$ cat config.mk
export PLATFORM = sky130hd
export DESIGN_NAME = task_packet_driver_flat
export DESIGN_NICKNAME = d
export VERILOG_FILES = /design/src/rtl/task_packet_driver_if.sv /design/src/rtl/task_packet_driver.sv /design/src/flat_wrapper.sv
export SDC_FILE = /design/constraint.sdc
export NUM_CORES = 2
export LEC_CHECK = 0
export ABC_AREA = 1
export BUFFER_PORTS_ARGS = -buffer_cell sky130_fd_sc_hd__buf_2
export CORE_UTILIZATION = 31
export CTS_CLUSTER_SIZE = 25
export DETAILED_ROUTE_END_ITERATION = 6
export SYNTH_ARGS = -nofsm -noshare
export SYNTH_HDL_FRONTEND = slang
export SYNTH_SLANG_ARGS = --single-unit
$ cat constraint.sdc
create_clock -name i_clk -period 5.1 [get_ports i_clk]
set_input_delay 0.51 -clock i_clk [delete_from_list [all_inputs] [get_ports i_clk]]
set_output_delay 0.51 -clock i_clk [all_outputs]
set_load 0.01 [all_outputs]
$ cat src/rtl/task_packet_driver_if.sv
// rtl/task_packet_driver_if.sv - task_in/task_out handshake bundle between manager and task
interface task_packet_driver_if;
  logic        task_data_request;
  logic        task_data_valid;
  logic [7:0]  task_data;
  logic        task_data_last;
  logic        task_manager_ready;
  logic        task_answer_ready;
  logic [31:0] task_answer_data;
  logic        task_answer_data_last;
  logic [11:0] task_answer_packet_size_in_bytes;

  modport master (
    input  task_data_request,
    output task_data_valid,
    output task_data,
    output task_data_last,
    output task_manager_ready,
    input  task_answer_ready,
    input  task_answer_data,
    input  task_answer_data_last,
    input  task_answer_packet_size_in_bytes
  );

  modport slave (
    output task_data_request,
    input  task_data_valid,
    input  task_data,
    input  task_data_last,
    input  task_manager_ready,
    output task_answer_ready,
    output task_answer_data,
    output task_answer_data_last,
    output task_answer_packet_size_in_bytes
  );
endinterface

$ cat src/rtl/task_packet_driver.sv
// rtl/task_packet_driver.sv - manager-side packet sender and answer collector for a task_N block
module task_packet_driver #(
  parameter int MAX_BYTES      = 256,
  parameter int MAX_WORDS      = 8,
  parameter int TIMEOUT_CYCLES = 4096
) (
  input  logic                         i_clk,
  input  logic                         i_rstn,
  input  logic                         i_wr_en,
  input  logic [$clog2(MAX_BYTES)-1:0] i_wr_addr,
  input  logic [7:0]                   i_wr_data,
  input  logic [11:0]                  i_len,
  input  logic                         i_start,
  task_packet_driver_if.master         task_if,
  input  logic [$clog2(MAX_WORDS)-1:0] i_rd_addr,
  output logic [31:0]                  o_rd_data,
  output logic [3:0]                   o_words,
  output logic                         o_busy,
  output logic                         o_done,
  output logic [2:0]                   o_err
);

  localparam int AW  = $clog2(MAX_BYTES);
  localparam int WAW = $clog2(MAX_WORDS);
  localparam int TW  = $clog2(TIMEOUT_CYCLES + 1);

  localparam logic [1:0] S_IDLE    = 2'd0;
  localparam logic [1:0] S_SEND    = 2'd1;
  localparam logic [1:0] S_COLLECT = 2'd2;
  localparam logic [1:0] S_DONE    = 2'd3;

  localparam logic [11:0]   LEN_MAX   = 12'(MAX_BYTES);
  localparam logic [3:0]    WORDS_MAX = 4'(MAX_WORDS);
  localparam logic [TW-1:0] TO_LIMIT  = TW'(TIMEOUT_CYCLES);

  logic [1:0]    state_q, state_d;
  logic [11:0]   len_q, len_d;
  logic [AW-1:0] idx_q, idx_d;
  logic [3:0]    words_q, words_d;
  logic [2:0]    err_q, err_d;
  logic [11:0]   acc_q, acc_d;
  logic [TW-1:0] idle_q, idle_d;
  logic          ans_last_q, ans_last_d;
  logic [31:0]   rd_q;

  logic [7:0]  pkt_mem [MAX_BYTES];
  logic [31:0] ans_mem [MAX_WORDS];

  logic        in_send, in_collect, is_last, byte_xfer, word_xfer, word_store, size_bad;
  logic [11:0] acc_inc;

  assign in_send    = (state_q == S_SEND);
  assign in_collect = (state_q == S_COLLECT);
  assign is_last    = in_send && (12'(idx_q) == (len_q - 12'd1));
  assign byte_xfer  = in_send && task_if.task_data_request;
  assign word_xfer  = (in_send || in_collect) && task_if.task_answer_ready;
  assign word_store = word_xfer && (words_q != WORDS_MAX);
  // Accepted-word count includes dropped words so the size check sees what the task sent.
  assign acc_inc    = (acc_q == 12'hFFF) ? acc_q : acc_q + 12'd1;
  assign size_bad   = ({2'b00, task_if.task_answer_packet_size_in_bytes} != {acc_inc, 2'b00});

  always_comb begin
    state_d    = state_q;
    len_d      = len_q;
    idx_d      = idx_q;
    words_d    = words_q;
    err_d      = err_q;
    acc_d      = acc_q;
    idle_d     = idle_q;
    ans_last_d = ans_last_q;

    case (state_q)
      S_IDLE: begin
        if (i_start) begin
          if ((i_len != 12'd0) && (i_len <= LEN_MAX)) begin
            len_d      = i_len;
            idx_d      = '0;
            err_d      = 3'b000;
            words_d    = 4'd0;
            acc_d      = 12'd0;
            ans_last_d = 1'b0;
            state_d    = S_SEND;
          end else begin
            err_d   = 3'b100;
            state_d = S_DONE;
          end
        end
      end
      S_SEND: begin
        idle_d = '0;
        if (byte_xfer) begin
          idx_d = idx_q + AW'(1);
          if (is_last) state_d = S_COLLECT;
        end
      end
      S_COLLECT: begin
        if (ans_last_q) begin
          state_d = S_DONE;
        end else if (word_xfer) begin
          idle_d = '0;
        end else if ((idle_q + TW'(1)) == TO_LIMIT) begin
          err_d[0] = 1'b1;
          state_d  = S_DONE;
        end else begin
          idle_d = idle_q + TW'(1);
        end
      end
      default: state_d = S_IDLE;
    endcase

    // Answer capture runs in both SEND and COLLECT so early answers are not lost.
    if (word_xfer) begin
      acc_d = acc_inc;
      if (word_store) words_d  = words_q + 4'd1;
      else            err_d[1] = 1'b1;
      if (task_if.task_answer_data_last) begin
        ans_last_d = 1'b1;
        if (size_bad)   err_d[2] = 1'b1;
        if (in_collect) state_d  = S_DONE;
      end
    end
  end

  always_ff @(posedge i_clk) begin
    if (!i_rstn) begin
      state_q    <= S_IDLE;
      len_q      <= 12'd0;
      idx_q      <= '0;
      words_q    <= 4'd0;
      err_q      <= 3'b000;
      acc_q      <= 12'd0;
      idle_q     <= '0;
      ans_last_q <= 1'b0;
      rd_q       <= 32'd0;
    end else begin
      state_q    <= state_d;
      len_q      <= len_d;
      idx_q      <= idx_d;
      words_q    <= words_d;
      err_q      <= err_d;
      acc_q      <= acc_d;
      idle_q     <= idle_d;
      ans_last_q <= ans_last_d;
      rd_q       <= ans_mem[i_rd_addr];
    end
  end

  // Buffer contents survive reset; only writes are gated.
  always_ff @(posedge i_clk) begin
    if (i_rstn && i_wr_en && (state_q == S_IDLE)) pkt_mem[i_wr_addr] <= i_wr_data;
    if (i_rstn && word_store) ans_mem[words_q[WAW-1:0]] <= task_if.task_answer_data;
  end

  assign task_if.task_data_valid    = in_send;
  assign task_if.task_data          = in_send ? pkt_mem[idx_q] : 8'h00;
  assign task_if.task_data_last     = is_last;
  assign task_if.task_manager_ready = in_send || in_collect;

  assign o_busy    = in_send || in_collect;
  assign o_done    = (state_q == S_DONE);
  assign o_err     = err_q;
  assign o_words   = words_q;
  assign o_rd_data = rd_q;

endmodule

$ cat src/flat_wrapper.sv
// flat-port wrapper written by rule: the top's interface ports become plain ports
module task_packet_driver_flat 
#(
  parameter int MAX_BYTES      = 256,
  parameter int MAX_WORDS      = 8,
  parameter int TIMEOUT_CYCLES = 4096
)
  (i_clk, i_rstn, i_wr_en, i_wr_addr, i_wr_data, i_len, i_start, i_rd_addr, o_rd_data, o_words, o_busy, o_done, o_err, task_if_task_data_request, task_if_task_data_valid, task_if_task_data, task_if_task_data_last, task_if_task_manager_ready, task_if_task_answer_ready, task_if_task_answer_data, task_if_task_answer_data_last, task_if_task_answer_packet_size_in_bytes);
  task_packet_driver_if task_if_i ();
  input  logic i_clk;
  input  logic i_rstn;
  input  logic i_wr_en;
  input  logic [$clog2(MAX_BYTES)-1:0] i_wr_addr;
  input  logic [7:0] i_wr_data;
  input  logic [11:0] i_len;
  input  logic i_start;
  input  logic [$clog2(MAX_WORDS)-1:0] i_rd_addr;
  output logic [31:0] o_rd_data;
  output logic [3:0] o_words;
  output logic o_busy;
  output logic o_done;
  output logic [2:0] o_err;
  input wire logic [$bits(task_if_i.task_data_request)-1:0] task_if_task_data_request;
  output wire logic [$bits(task_if_i.task_data_valid)-1:0] task_if_task_data_valid;
  output wire logic [$bits(task_if_i.task_data)-1:0] task_if_task_data;
  output wire logic [$bits(task_if_i.task_data_last)-1:0] task_if_task_data_last;
  output wire logic [$bits(task_if_i.task_manager_ready)-1:0] task_if_task_manager_ready;
  input wire logic [$bits(task_if_i.task_answer_ready)-1:0] task_if_task_answer_ready;
  input wire logic [$bits(task_if_i.task_answer_data)-1:0] task_if_task_answer_data;
  input wire logic [$bits(task_if_i.task_answer_data_last)-1:0] task_if_task_answer_data_last;
  input wire logic [$bits(task_if_i.task_answer_packet_size_in_bytes)-1:0] task_if_task_answer_packet_size_in_bytes;
  assign task_if_i.task_data_request = task_if_task_data_request;
  assign task_if_task_data_valid = task_if_i.task_data_valid;
  assign task_if_task_data = task_if_i.task_data;
  assign task_if_task_data_last = task_if_i.task_data_last;
  assign task_if_task_manager_ready = task_if_i.task_manager_ready;
  assign task_if_i.task_answer_ready = task_if_task_answer_ready;
  assign task_if_i.task_answer_data = task_if_task_answer_data;
  assign task_if_i.task_answer_data_last = task_if_task_answer_data_last;
  assign task_if_i.task_answer_packet_size_in_bytes = task_if_task_answer_packet_size_in_bytes;
  task_packet_driver #(.MAX_BYTES(MAX_BYTES), .MAX_WORDS(MAX_WORDS), .TIMEOUT_CYCLES(TIMEOUT_CYCLES)) u_core (.i_clk(i_clk), .i_rstn(i_rstn), .i_wr_en(i_wr_en), .i_wr_addr(i_wr_addr), .i_wr_data(i_wr_data), .i_len(i_len), .i_start(i_start), .task_if(task_if_i), .i_rd_addr(i_rd_addr), .o_rd_data(o_rd_data), .o_words(o_words), .o_busy(o_busy), .o_done(o_done), .o_err(o_err));
endmodule
==> reports/results.txt <==
Status = completed
Endpoints failing setup = 0
Yosys top cell by area = edfxtp_1
Clock sink total = 2399
Post-synth cell types = 38
Synthesized-area fraction occupied by adder cells = 0.128%
Worst Clk Skew = 0.0969 ns
ANT nets after route = 0
Die footprint = 316000 um2
Post-synth top area share = 71.0%
CP most frequent cell = nand3_1
Antenna violations before repair = 16
Final hold vios = 0
Max stage delay on crit path = 0.57 ns
Fmax = 203 MHz
WP data required = 4.59 ns
CTS Root Buffer Type = clkbuf_16
Seq/Total Area, Yosys = 73.0%
Most frequent cells in the layout = 2304 x edfxtp_1, 2249 x nand2_1, 1975 x nand3_1, 585 x nor2_1, 244 x clkbuf_16
DIE WIDTH = 562 um
Worst Hold Class = input port to flip-flop
Number of buffers created by CTS = 241
Yosys reg bits = 2399
Pre-CTS setup slack = 0.739 ns
Syn Area/Cell = 11.7 um2
Top cells by area, synth = edfxtp_1 71%, nand3_1 10%, nand2_1 8.7%
Max Slew Vio Count = 0
Initial cell density of the core = 31.2%
Worst path arrival time = 4.42 ns
Cell count after synthesis = 8318
CP Capture Type = output port
Synth warn = 0
Clk Latency, worst-skew pair = 0.92 ns
Maxcap violations = 0
Post-synthesis mux area share = 0%
Main combinational cell family by area after synthesis = simple AND/OR/NAND/NOR gates
Setup TNS = 0 ns
Area delta synth->final = 13.5%
Tmin final = 4.93 ns
GP Congestion = 0.857
Post-Route WL = 272000 um
Worst VDD drop = 0.416 mV
Clock Pin Slew Worst Setup and Hold Paths = 0.06 ns
Pwr per Cell Area = 408 nW/um2
RSZ-0062 raised after global routing = no
CP cell instances = buf_12, buf_12, buf_4, nand2_1, nand3_1, nand3_1, nand3_1, nand3_1, nand3_1, nand3_1, nand2_1, nor2_1, nor2_1, buf_2
Finished Core Util = 35.4%
CTS H-Tree Depth = 4
HP Start = i_wr_data[2]
Mapped Area = 97400 um2
Simple-gate share of the synthesized area = 21.4%
Reg2reg start = u_core.state_q[0]
Leak Pwr = 37.4 nW
Complex-gate fraction of the synthesized area = 2.07%
Layout cells sized above 1 = 7.78%
Mean routed wirelength per cell = 21.4 um
Worst Setup Slack, final = 0.168 ns
Worst setup SP type = flip-flop
Die Y-Extent = 562 um
Worst path top cell family by delay = simple AND/OR/NAND/NOR gates
Global-route wire length before repair = 404000 um
Fill cell count = 30187
Total gr overflow = 0
Fin crit share = 96.7%
Clk buf depth = 4
Total track usage = 16.7%
Std cell rows = 205
Critical path class = flip-flop to output port
CTS tree = built
Hpwl dp = 153000 um
Post-Synth XOR/XNOR Area = 0.207%
Worst Max-Slew Pin Slew = 1.30 ns
Hold Slack = 0.0434 ns
Nets = 8420
Synthesized net count = 8410
Core Area = 312000 um2
First drt pass iteration count = 6
Cts repair resizes = 0
Maximum number of pins on one net before global-route repair = 164
DRC = 0
Routed via count = 65080
Ports = 134
Commonest non-fill, non-tap cell in the layout = edfxtp_1
Max FO, Critical Path = 62
CP max-delay cell = dfxtp_4
Port bufs = 133
Number of global-route vias before repair = 62343
Worst rel slew slack = 12.7%
Vias per cell = 5.13
Worst path bufs/invs = 4
DRT iter0 DRCs = 7954
==> cells in the mapped netlist <==
library cell and instances:
nand2_1 2264, clkinv_2 1, ha_1 10, edfxtp_1 2304, o21ai_0 192, inv_2 2
clkinv_1 5, buf_1 41, inv_4 1, o31ai_1 1, o21a_1 1, nor3_1 20
inv_1 80, a21oi_1 71, or2_2 3, xnor2_1 4, nand4_1 18, nor4_1 2
o211ai_1 1, o211a_1 1, dfxtp_1 95, buf_4 60, a21boi_0 1, nand2_2 2
a31oi_1 39, nand3b_1 3, buf_2 254, o21ai_1 17, a211oi_1 6, nand3_1 1975
o22ai_1 43, buf_6 19, xor2_1 19, nor2_1 585, nor3_2 1, clkbuf_1 174
nor2_2 1, o21ai_2 2
==> kinds of logic after synthesis <==
| group | Yosys count |
|---|---|
| fa+ha+maj | 10 |
| simple gates | 4874 |
| compound gates | 375 |
| buf+inv | 637 |
| flops | 2399 |
| xor+xnor | 23 |
==> layout make-up <==
type	count	area, um2	area share [%]
multi-input combinational	5282	23300	21.1
tap	4140	5180	4.69
inverter	89	378	0.342
clock buffer	292	6340	5.73
antenna	13	32.5	0.0294
sequential	2399	71100	64.4
timing repair buffer	315	2620	2.37
clock inverter	147	1550	1.41
==> path summary, 6_finish.rpt <==
check | endpoint | slack [ns] | depth (start not counted)
setup / recovery | task_if_task_data[4] | 0.17 | 14
hold / removal | u_core.pkt_mem[78][2] | 0.04 | 1
setup reg to reg | u_core.pkt_mem[170][6] | 0.58 | 6
hold reg to reg | u_core.len_q[10] | 0.43 | 2
==> sequential cells by signal (all words and copies together), names as in the netlist, named ones only <==
| register | flops |
|---|---|
| u_core.idle_q | 13 |
| u_core.o_rd_data | 32 |
| u_core.acc_q | 12 |
| u_core.ans_mem | 256 |
| u_core.idx_q | 8 |
| u_core.state_q | 2 |
| u_core.pkt_mem | 2048 |
| u_core.ans_last_q | 1 |
| u_core.o_words | 4 |
| u_core.o_err | 3 |
| u_core.len_q | 12 |
==> power breakdown <==
part           switching, mW  internal [mW]
clock                   7.51           10.4
combinational           3.96           1.39
sequential             0.115           21.7
total                   11.6           33.5
==> routing by layer <==
layer	wire length (um)	track usage, %	vias up	share of wire (%)
li1	-	-	29529	-
met1	116000	23.1	32086	43
met2	124000	26.2	2976	46
met3	23100	3.02	485	8.5
met4	9010	5.68	4	3.3
met5	27	0	-	0.0099
==> per-stage QoR <==
step	power (mW)	instance area [um2]	std cells
floorplan	25.5	97400	8318
global placement	27.5	102000	12180
detailed placement	27.5	102000	12180
CTS	45.3	110000	12663
global route	46.5	110000	12675
finish	45.1	110000	12677
==> repair_timing <==
item / 4_1_cts / 5_1_grt
endpoints found under the hold margin: 273 / 0
endpoints found under the setup margin: 0 / 1
buffers inserted: 0 / 1
hold buffers: 44 / 0
Power figures use the tool's default switching activity.
